**src/rtl/ahb_dmem_arbiter_if.sv**
```systemverilog
// Bus bundle for the two-master AHB data-memory arbiter: per-master request/response
// signals, the shared slave-side bus, and the data-phase owner status.
interface ahb_dmem_arbiter_if #(
  parameter int unsigned AW = 32,
  parameter int unsigned DW = 32
);
  logic [1:0]    m0_htrans;
  logic [AW-1:0] m0_haddr;
  logic          m0_hwrite;
  logic [2:0]    m0_hsize;
  logic [3:0]    m0_hprot;
  logic [DW-1:0] m0_hwdata;
  logic          m0_hready;
  logic [DW-1:0] m0_hrdata;
  logic          m0_hresp;

  logic [1:0]    m1_htrans;
  logic [AW-1:0] m1_haddr;
  logic          m1_hwrite;
  logic [2:0]    m1_hsize;
  logic [3:0]    m1_hprot;
  logic [DW-1:0] m1_hwdata;
  logic          m1_hready;
  logic [DW-1:0] m1_hrdata;
  logic          m1_hresp;

  logic [1:0]    s_htrans;
  logic [AW-1:0] s_haddr;
  logic          s_hwrite;
  logic [2:0]    s_hsize;
  logic [3:0]    s_hprot;
  logic [DW-1:0] s_hwdata;
  logic          s_hready;
  logic [DW-1:0] s_hrdata;
  logic          s_hresp;

  logic          owner_o;

  // Arbiter view: the slave of both masters and driver of the shared slave bus.
  modport slave (
    input  m0_htrans, m0_haddr, m0_hwrite, m0_hsize, m0_hprot, m0_hwdata,
    output m0_hready, m0_hrdata, m0_hresp,
    input  m1_htrans, m1_haddr, m1_hwrite, m1_hsize, m1_hprot, m1_hwdata,
    output m1_hready, m1_hrdata, m1_hresp,
    output s_htrans, s_haddr, s_hwrite, s_hsize, s_hprot, s_hwdata,
    input  s_hready, s_hrdata, s_hresp,
    output owner_o
  );

  // Environment view: both masters plus the muxed slave response.
  modport master (
    output m0_htrans, m0_haddr, m0_hwrite, m0_hsize, m0_hprot, m0_hwdata,
    input  m0_hready, m0_hrdata, m0_hresp,
    output m1_htrans, m1_haddr, m1_hwrite, m1_hsize, m1_hprot, m1_hwdata,
    input  m1_hready, m1_hrdata, m1_hresp,
    input  s_htrans, s_haddr, s_hwrite, s_hsize, s_hprot, s_hwdata,
    output s_hready, s_hrdata, s_hresp,
    input  owner_o
  );
endinterface

```
**src/rtl/ahb_dmem_arbiter.sv**
```systemverilog
// Two-master AHB-lite data-memory arbiter with one-deep per-master pending buffers.
// AHB_ARB_ROUND_ROBIN_EN selects round-robin; otherwise master 0 has fixed priority.
module ahb_dmem_arbiter #(
  parameter int unsigned AW = 32,
  parameter int unsigned DW = 32
) (
  input logic               clk,
  input logic               rst,
  ahb_dmem_arbiter_if.slave bus
);
  typedef enum logic [1:0] {
    HTRANS_IDLE   = 2'b00,
    HTRANS_BUSY   = 2'b01,
    HTRANS_NONSEQ = 2'b10,
    HTRANS_SEQ    = 2'b11
  } htrans_e;

  typedef struct packed {
    logic [AW-1:0] addr;
    logic          write;
    logic [2:0]    size;
    logic [3:0]    prot;
  } ctrl_t;

  ctrl_t         live_c [2];
  ctrl_t         pend_q [2];
  ctrl_t         pend_d [2];
  ctrl_t         sel_c;
  logic [1:0]    htrans_hi;
  logic [1:0]    hready_m;
  logic [1:0]    req_live;
  logic [1:0]    want;
  logic [1:0]    grant;
  logic [1:0]    pend_v_q, pend_v_d;
  logic          addr_go;
  logic          gnt_id;
  logic          owner_q, owner_d;
  logic          dvalid_q, dvalid_d;
  logic [AW-1:0] haddr_q, haddr_d;
  logic          unused_htrans_lsb;
`ifdef AHB_ARB_ROUND_ROBIN_EN
  logic          ptr_q, ptr_d;
`endif

  assign unused_htrans_lsb = bus.m0_htrans[0] ^ bus.m1_htrans[0];

  always_comb begin
    live_c[0] = '{addr: bus.m0_haddr, write: bus.m0_hwrite, size: bus.m0_hsize, prot: bus.m0_hprot};
    live_c[1] = '{addr: bus.m1_haddr, write: bus.m1_hwrite, size: bus.m1_hsize, prot: bus.m1_hprot};
    htrans_hi = {bus.m1_htrans[1], bus.m0_htrans[1]};
  end

  // A master stalls while it has a buffered request or while its own data phase waits.
  always_comb begin
    hready_m = '0;
    req_live = '0;
    for (int unsigned n = 0; n < 2; n++) begin
      hready_m[n] = ~pend_v_q[n] & ((owner_q != 1'(n)) | bus.s_hready | ~dvalid_q);
      req_live[n] = htrans_hi[n] & hready_m[n] & ~rst;
    end
    want = req_live | pend_v_q;
  end

  always_comb begin
    grant = '0;
`ifdef AHB_ARB_ROUND_ROBIN_EN
    if (want == 2'b11) grant = ptr_q ? 2'b10 : 2'b01;
    else               grant = want;
`else
    grant = {want[1] & ~want[0], want[0]};
`endif
    addr_go = bus.s_hready & (|grant) & ~rst;
    gnt_id  = grant[1];
    sel_c   = pend_v_q[gnt_id] ? pend_q[gnt_id] : live_c[gnt_id];
  end

  // An accepted live request that is not granted this cycle is parked in the buffer.
  always_comb begin
    for (int unsigned n = 0; n < 2; n++) begin
      pend_v_d[n] = pend_v_q[n];
      pend_d[n]   = pend_q[n];
      if (addr_go && (gnt_id == 1'(n))) begin
        pend_v_d[n] = 1'b0;
      end else if (req_live[n]) begin
        pend_v_d[n] = 1'b1;
        pend_d[n]   = live_c[n];
      end
    end
    owner_d  = addr_go ? gnt_id : owner_q;
    dvalid_d = bus.s_hready ? addr_go : dvalid_q;
    haddr_d  = addr_go ? sel_c.addr : haddr_q;
`ifdef AHB_ARB_ROUND_ROBIN_EN
    ptr_d    = addr_go ? ~gnt_id : ptr_q;
`endif
  end

  always_ff @(posedge clk or posedge rst) begin
    if (rst) begin
      pend_v_q <= '0;
      for (int unsigned n = 0; n < 2; n++) pend_q[n] <= '0;
      owner_q  <= 1'b0;
      dvalid_q <= 1'b0;
      haddr_q  <= '0;
`ifdef AHB_ARB_ROUND_ROBIN_EN
      ptr_q    <= 1'b0;
`endif
    end else begin
      pend_v_q <= pend_v_d;
      for (int unsigned n = 0; n < 2; n++) pend_q[n] <= pend_d[n];
      owner_q  <= owner_d;
      dvalid_q <= dvalid_d;
      haddr_q  <= haddr_d;
`ifdef AHB_ARB_ROUND_ROBIN_EN
      ptr_q    <= ptr_d;
`endif
    end
  end

  always_comb begin
    bus.s_htrans  = addr_go ? HTRANS_NONSEQ : HTRANS_IDLE;
    bus.s_haddr   = addr_go ? sel_c.addr : haddr_q;
    bus.s_hwrite  = addr_go & sel_c.write;
    bus.s_hsize   = addr_go ? sel_c.size : '0;
    bus.s_hprot   = addr_go ? sel_c.prot : '0;
    bus.s_hwdata  = owner_q ? bus.m1_hwdata : bus.m0_hwdata;
    bus.m0_hrdata = (~rst & ~owner_q) ? bus.s_hrdata : '0;
    bus.m1_hrdata = (~rst &  owner_q) ? bus.s_hrdata : '0;
    bus.m0_hresp  = ~rst & ~owner_q & bus.s_hresp;
    bus.m1_hresp  = ~rst &  owner_q & bus.s_hresp;
    bus.m0_hready = hready_m[0];
    bus.m1_hready = hready_m[1];
    bus.owner_o   = owner_q;
  end
endmodule

```
**src/flat_wrapper.sv**
```systemverilog
// flat-port wrapper written by rule: the top's interface ports become plain ports
module ahb_dmem_arbiter_flat 
#(
  parameter int unsigned AW = 32,
  parameter int unsigned DW = 32
)
  (clk, rst, bus_m0_htrans, bus_m0_haddr, bus_m0_hwrite, bus_m0_hsize, bus_m0_hprot, bus_m0_hwdata, bus_m0_hready, bus_m0_hrdata, bus_m0_hresp, bus_m1_htrans, bus_m1_haddr, bus_m1_hwrite, bus_m1_hsize, bus_m1_hprot, bus_m1_hwdata, bus_m1_hready, bus_m1_hrdata, bus_m1_hresp, bus_s_htrans, bus_s_haddr, bus_s_hwrite, bus_s_hsize, bus_s_hprot, bus_s_hwdata, bus_s_hready, bus_s_hrdata, bus_s_hresp, bus_owner_o);
  ahb_dmem_arbiter_if #(.AW(AW), .DW(DW)) bus_i ();
  input logic clk;
  input logic rst;
  input wire logic [$bits(bus_i.m0_htrans)-1:0] bus_m0_htrans;
  input wire logic [$bits(bus_i.m0_haddr)-1:0] bus_m0_haddr;
  input wire logic [$bits(bus_i.m0_hwrite)-1:0] bus_m0_hwrite;
  input wire logic [$bits(bus_i.m0_hsize)-1:0] bus_m0_hsize;
  input wire logic [$bits(bus_i.m0_hprot)-1:0] bus_m0_hprot;
  input wire logic [$bits(bus_i.m0_hwdata)-1:0] bus_m0_hwdata;
  output wire logic [$bits(bus_i.m0_hready)-1:0] bus_m0_hready;
  output wire logic [$bits(bus_i.m0_hrdata)-1:0] bus_m0_hrdata;
  output wire logic [$bits(bus_i.m0_hresp)-1:0] bus_m0_hresp;
  input wire logic [$bits(bus_i.m1_htrans)-1:0] bus_m1_htrans;
  input wire logic [$bits(bus_i.m1_haddr)-1:0] bus_m1_haddr;
  input wire logic [$bits(bus_i.m1_hwrite)-1:0] bus_m1_hwrite;
  input wire logic [$bits(bus_i.m1_hsize)-1:0] bus_m1_hsize;
  input wire logic [$bits(bus_i.m1_hprot)-1:0] bus_m1_hprot;
  input wire logic [$bits(bus_i.m1_hwdata)-1:0] bus_m1_hwdata;
  output wire logic [$bits(bus_i.m1_hready)-1:0] bus_m1_hready;
  output wire logic [$bits(bus_i.m1_hrdata)-1:0] bus_m1_hrdata;
  output wire logic [$bits(bus_i.m1_hresp)-1:0] bus_m1_hresp;
  output wire logic [$bits(bus_i.s_htrans)-1:0] bus_s_htrans;
  output wire logic [$bits(bus_i.s_haddr)-1:0] bus_s_haddr;
  output wire logic [$bits(bus_i.s_hwrite)-1:0] bus_s_hwrite;
  output wire logic [$bits(bus_i.s_hsize)-1:0] bus_s_hsize;
  output wire logic [$bits(bus_i.s_hprot)-1:0] bus_s_hprot;
  output wire logic [$bits(bus_i.s_hwdata)-1:0] bus_s_hwdata;
  input wire logic [$bits(bus_i.s_hready)-1:0] bus_s_hready;
  input wire logic [$bits(bus_i.s_hrdata)-1:0] bus_s_hrdata;
  input wire logic [$bits(bus_i.s_hresp)-1:0] bus_s_hresp;
  output wire logic [$bits(bus_i.owner_o)-1:0] bus_owner_o;
  assign bus_i.m0_htrans = bus_m0_htrans;
  assign bus_i.m0_haddr = bus_m0_haddr;
  assign bus_i.m0_hwrite = bus_m0_hwrite;
  assign bus_i.m0_hsize = bus_m0_hsize;
  assign bus_i.m0_hprot = bus_m0_hprot;
  assign bus_i.m0_hwdata = bus_m0_hwdata;
  assign bus_m0_hready = bus_i.m0_hready;
  assign bus_m0_hrdata = bus_i.m0_hrdata;
  assign bus_m0_hresp = bus_i.m0_hresp;
  assign bus_i.m1_htrans = bus_m1_htrans;
  assign bus_i.m1_haddr = bus_m1_haddr;
  assign bus_i.m1_hwrite = bus_m1_hwrite;
  assign bus_i.m1_hsize = bus_m1_hsize;
  assign bus_i.m1_hprot = bus_m1_hprot;
  assign bus_i.m1_hwdata = bus_m1_hwdata;
  assign bus_m1_hready = bus_i.m1_hready;
  assign bus_m1_hrdata = bus_i.m1_hrdata;
  assign bus_m1_hresp = bus_i.m1_hresp;
  assign bus_s_htrans = bus_i.s_htrans;
  assign bus_s_haddr = bus_i.s_haddr;
  assign bus_s_hwrite = bus_i.s_hwrite;
  assign bus_s_hsize = bus_i.s_hsize;
  assign bus_s_hprot = bus_i.s_hprot;
  assign bus_s_hwdata = bus_i.s_hwdata;
  assign bus_i.s_hready = bus_s_hready;
  assign bus_i.s_hrdata = bus_s_hrdata;
  assign bus_i.s_hresp = bus_s_hresp;
  assign bus_owner_o = bus_i.owner_o;
  ahb_dmem_arbiter #(.AW(AW), .DW(DW)) u_core (.clk(clk), .rst(rst), .bus(bus_i));
endmodule
```
**config.mk**
```make
export PLATFORM = sky130hd
export DESIGN_NAME = ahb_dmem_arbiter_flat
export DESIGN_NICKNAME = d
export VERILOG_FILES = /design/src/rtl/ahb_dmem_arbiter_if.sv /design/src/rtl/ahb_dmem_arbiter.sv /design/src/flat_wrapper.sv
export SDC_FILE = /design/constraint.sdc
export NUM_CORES = 1
export LEC_CHECK = 0
export ABC_AREA = 0
export CORE_MARGIN = 5
export CORE_UTILIZATION = 37
export CTS_CLUSTER_SIZE = 8
export DETAILED_ROUTE_END_ITERATION = 12
export PLACE_DENSITY = 0.84
export SYNTH_ARGS = -nofsm -noshare
export SYNTH_HDL_FRONTEND = slang
export SYNTH_SLANG_ARGS = --single-unit
```
**constraint.sdc**
```tcl
create_clock -name clk -period 4.6 [get_ports clk]
set_input_delay 0.46 -clock clk [delete_from_list [all_inputs] [get_ports clk]]
set_output_delay 0.46 -clock clk [all_outputs]
set_load 0.01 [all_outputs]
```
==> results of run 1 <==
registers in the layout, indices dropped and copies added (netlist names):
| register | flops |
|---|---|
| u_core.pend_v_q | 2 |
| u_core.dvalid_q | 1 |
| u_core.haddr_q | 32 |
| u_core.pend_q | 80 |
| u_core.bus.owner_o | 1 |
placed cells by master, fill, tap and decap left out, types with 2 or more instances in the layout:
cell type	count
clkdlybuf4s50_1	323
dfrtp_1	114
mux2_1	80
and2_1	67
nand2_1	37
nor2b_1	34
a221oi_1	32
mux2_2	32
a22oi_1	23
nor2_1	22
o21ai_0	19
nand3_1	17
a21oi_1	17
clkbuf_16	17
buf_4	15
o31ai_4	11
mux2i_1	8
o22ai_1	8
bufinv_16	5
clkinvlp_4	3
o31ai_1	3
clkinv_2	3
nor3_1	2
o31ai_2	2
clkbuf_8	2
dfrtp_2	2
per-layer routing:
metal	GRT usage	wire (µm)
met5	0	135
met4	0.06353	369
met3	0.1088	2683
met2	0.3825	11690
met1	0.2967	9987
path summary, 6_finish.rpt:
path	startpoint	end	slack (ps)	depth (start not counted)
setup / recovery	bus_s_hready	bus_s_haddr[17]	390	7
hold / removal	u_core.pend_q[72]	u_core.pend_q[72]	490	1
max in group asynchronous	rst	u_core.pend_v_q[1]	2420	4
min in group asynchronous	rst	u_core.bus.owner_o	680	3
setup reg to reg	u_core.pend_v_q[0]	u_core.pend_q[25]	1330	7
hold reg to reg	u_core.pend_q[72]	u_core.pend_q[72]	490	1
power by group through the flow:
stage               Combinational (mW)  Sequential, mW  Clock [mW]
floorplan                        0.843            1.44           0
global placement                  1.49            1.50           0
detailed placement                1.52            1.52           0
CTS                               1.53            1.51        1.46
global route                      1.64            1.54        1.50
finish                            1.52            1.51        1.44
cell type report:
cell class                 count  area [µm²]  share of cell area
tap                          225       281.5             0.02662
clock buffer                  20       456.7             0.04319
sequential                   116        2905              0.2748
inverter                       3       15.01            0.001420
timing repair buffer         338        3346              0.3164
multi-input combinational    430        3390              0.3206
clock inverter                10       180.2             0.01704
cells by family after synthesis:
| logic type | share of synthesized area |
|---|---|
| and+or+nand+nor | 0.1574 |
| muxes | 0.2045 |
| AOI/OAI and AO/OA | 0.1524 |
| DFF | 0.4426 |
| buffers and inverters | 0.04254 |
| other | 0.0005718 |
per-stage QoR:
stage,util,power (mW),hold slack (ps),worst slack [ps],std cells
2_1_floorplan,-,2.287,464.1,894.4,604
3_5_place_dp,0.5725,3.040,481.3,342.8,1112
5_1_grt,0.6092,4.685,503.2,200.6,1142
6_report,0.6092,4.467,486.9,392.4,1142
4_1_cts,0.6092,4.497,492.9,330.4,1142
3_3_place_gp,0.5725,2.987,473.4,399.6,1112
worst reg2reg max path, stage by stage, from the launching register on:
cell,delay (ps)
dfrtp_2,930
buf_4,440
o21ba_2,210
buf_4,220
nand2_1,120
nand3_2,410
buf_4,450
mux2_1,370
==> impl_metrics.env, run 1 <==
export IMPL_synth_area_leaders="dfrtp_1, mux2_1, and2_1, mux2_2, a221oi_1"
export IMPL_dieArea_um2=20490
export IMPL_post_cts_setup_buffers=0
export IMPL_clockBufferDepth=2
export IMPL_initial_core_util=0.3779
export IMPL_row_count=48
export IMPL_end_kind="output pin"
export IMPL_seq_area_frac_synth=0.4426
export IMPL_ant_nets=0
export IMPL_ir_drop_mv=0.3386
export IMPL_maxCapViolations=0
export IMPL_stdcell_area_um2=10570
export IMPL_synth_flop_cell="dfrtp_1"
export IMPL_period_needed_ps=4208
export IMPL_num_nets_final=1090
export IMPL_num_vias=6016
export IMPL_avgRoutedWirePerCell_um=21.77
export IMPL_intPower_mw=3.142
export IMPL_critical_path_top_delay_family="simple AND/OR/NAND/NOR gates"
export IMPL_drt_initial_drc_count=298
export IMPL_timing_hold_violations_final=0
export IMPL_tightest_slew_ps=1069
export IMPL_worstSetupStartpointType="input port"
export IMPL_yosysTopAreaCellShare=0.4426
export IMPL_cts_tree="built"
export IMPL_netlist_top_cells_count="dfrtp_1, mux2_1, and2_1"
export IMPL_drt_wl_total_um=24870
export IMPL_grt_usage=0.2401
export IMPL_crit_type="input port to output pin"
export IMPL_yosysWarnings=0
export IMPL_path_cells="clkdlybuf4s50_1, nand3b_1, and2_1, o31ai_4, or2_2, o31ai_1, clkdlybuf4s50_1"
export IMPL_worstPathArrival_ps=3750
export IMPL_cts_resized_gates=0
export IMPL_core_area_um2=17360
export IMPL_synth_area_leader_cell="dfrtp_1"
export IMPL_drc_errors=0
export IMPL_critPathBufInv=2
export IMPL_async_flop_share=1.000
export IMPL_power_frac_seq=0.338
export IMPL_yosysMostFrequentCell="dfrtp_1"
export IMPL_required_ps=4140
export IMPL_max_freq_mhz=237.7
export IMPL_postCtsHoldBufs=0
export IMPL_post_route_period_util=0.9147
export IMPL_setup_tns_ps=0
export IMPL_drive_gt1_frac=0.1112
export IMPL_fp_dieW_um=143.1
export IMPL_grt_overflow=0
export IMPL_grt_pass1_vias=6465
export IMPL_area_growth_pct=61.22
export IMPL_nFillCells=1430
export IMPL_synth_edf_count=0
export IMPL_worst_path_largest_cell_delay_ps=850
export IMPL_io_buffers=323
export IMPL_grt_start_max_net_pins=82
export IMPL_hpwl_um=18490
export IMPL_insertedDiodeCount=0
export IMPL_antenna_found_initial=9
export IMPL_share_comb_of_total_power=0.340
export IMPL_syn_area_um2=6559
export IMPL_outcome="completed"
export IMPL_clock_root_buffer="clkbuf_16"
export IMPL_drt_pass1_iterations=5
export IMPL_cts_buffers=17
export IMPL_numClockSinks=116
export IMPL_fin_skew_ps=12.84
export IMPL_grt_first_pass_wirelength_um=37320
export IMPL_ios=327
export IMPL_p_sw_mw=1.325
export IMPL_cp_max_fo=23
export IMPL_hp_class="register to register"
export IMPL_syn_inst=604
export IMPL_drv_slew=0
export IMPL_dpl_cell_area_um2=9937
export IMPL_synth_cell_types=39
export IMPL_clockPowerShare=0.322
export IMPL_post_drt_via_cell_ratio=5.268
export IMPL_synth_fp_nets=788
export IMPL_power_density_nw_per_um2=422.4
export IMPL_rsz0062_at_grt="false"
export IMPL_relSlewSlack=0.2872
export IMPL_cp_slowest_cell="or2_2"
export IMPL_h_tree_depth=4
export IMPL_path_common_cell="clkdlybuf4s50_1"
export IMPL_setup_violations_final=0
export IMPL_die_height_um=143.1
export IMPL_clkLatencyLatePin_ps=420
export IMPL_switching_share=0.2965
export IMPL_synth_seq_cells=116
export IMPL_clk_pin_slew_ps=50
export IMPL_p_leak_nw=4.156
export IMPL_syn_avg_cell_area_um2=10.86
export IMPL_gp_congestion=0.9173
Power figures use the tool's default switching activity.
==> run 2: changes to the inputs <==
--- a/config.mk
+++ b/config.mk
@@ -6,6 +6,7 @@
 export NUM_CORES = 1
 export LEC_CHECK = 0
 export ABC_AREA = 0
+export CAP_MARGIN = 0
 export CORE_MARGIN = 5
 export CORE_UTILIZATION = 37
 export CTS_CLUSTER_SIZE = 8
==> results of run 2 <==
No change in the layout: final DEF, timing and power equal those of run 1.
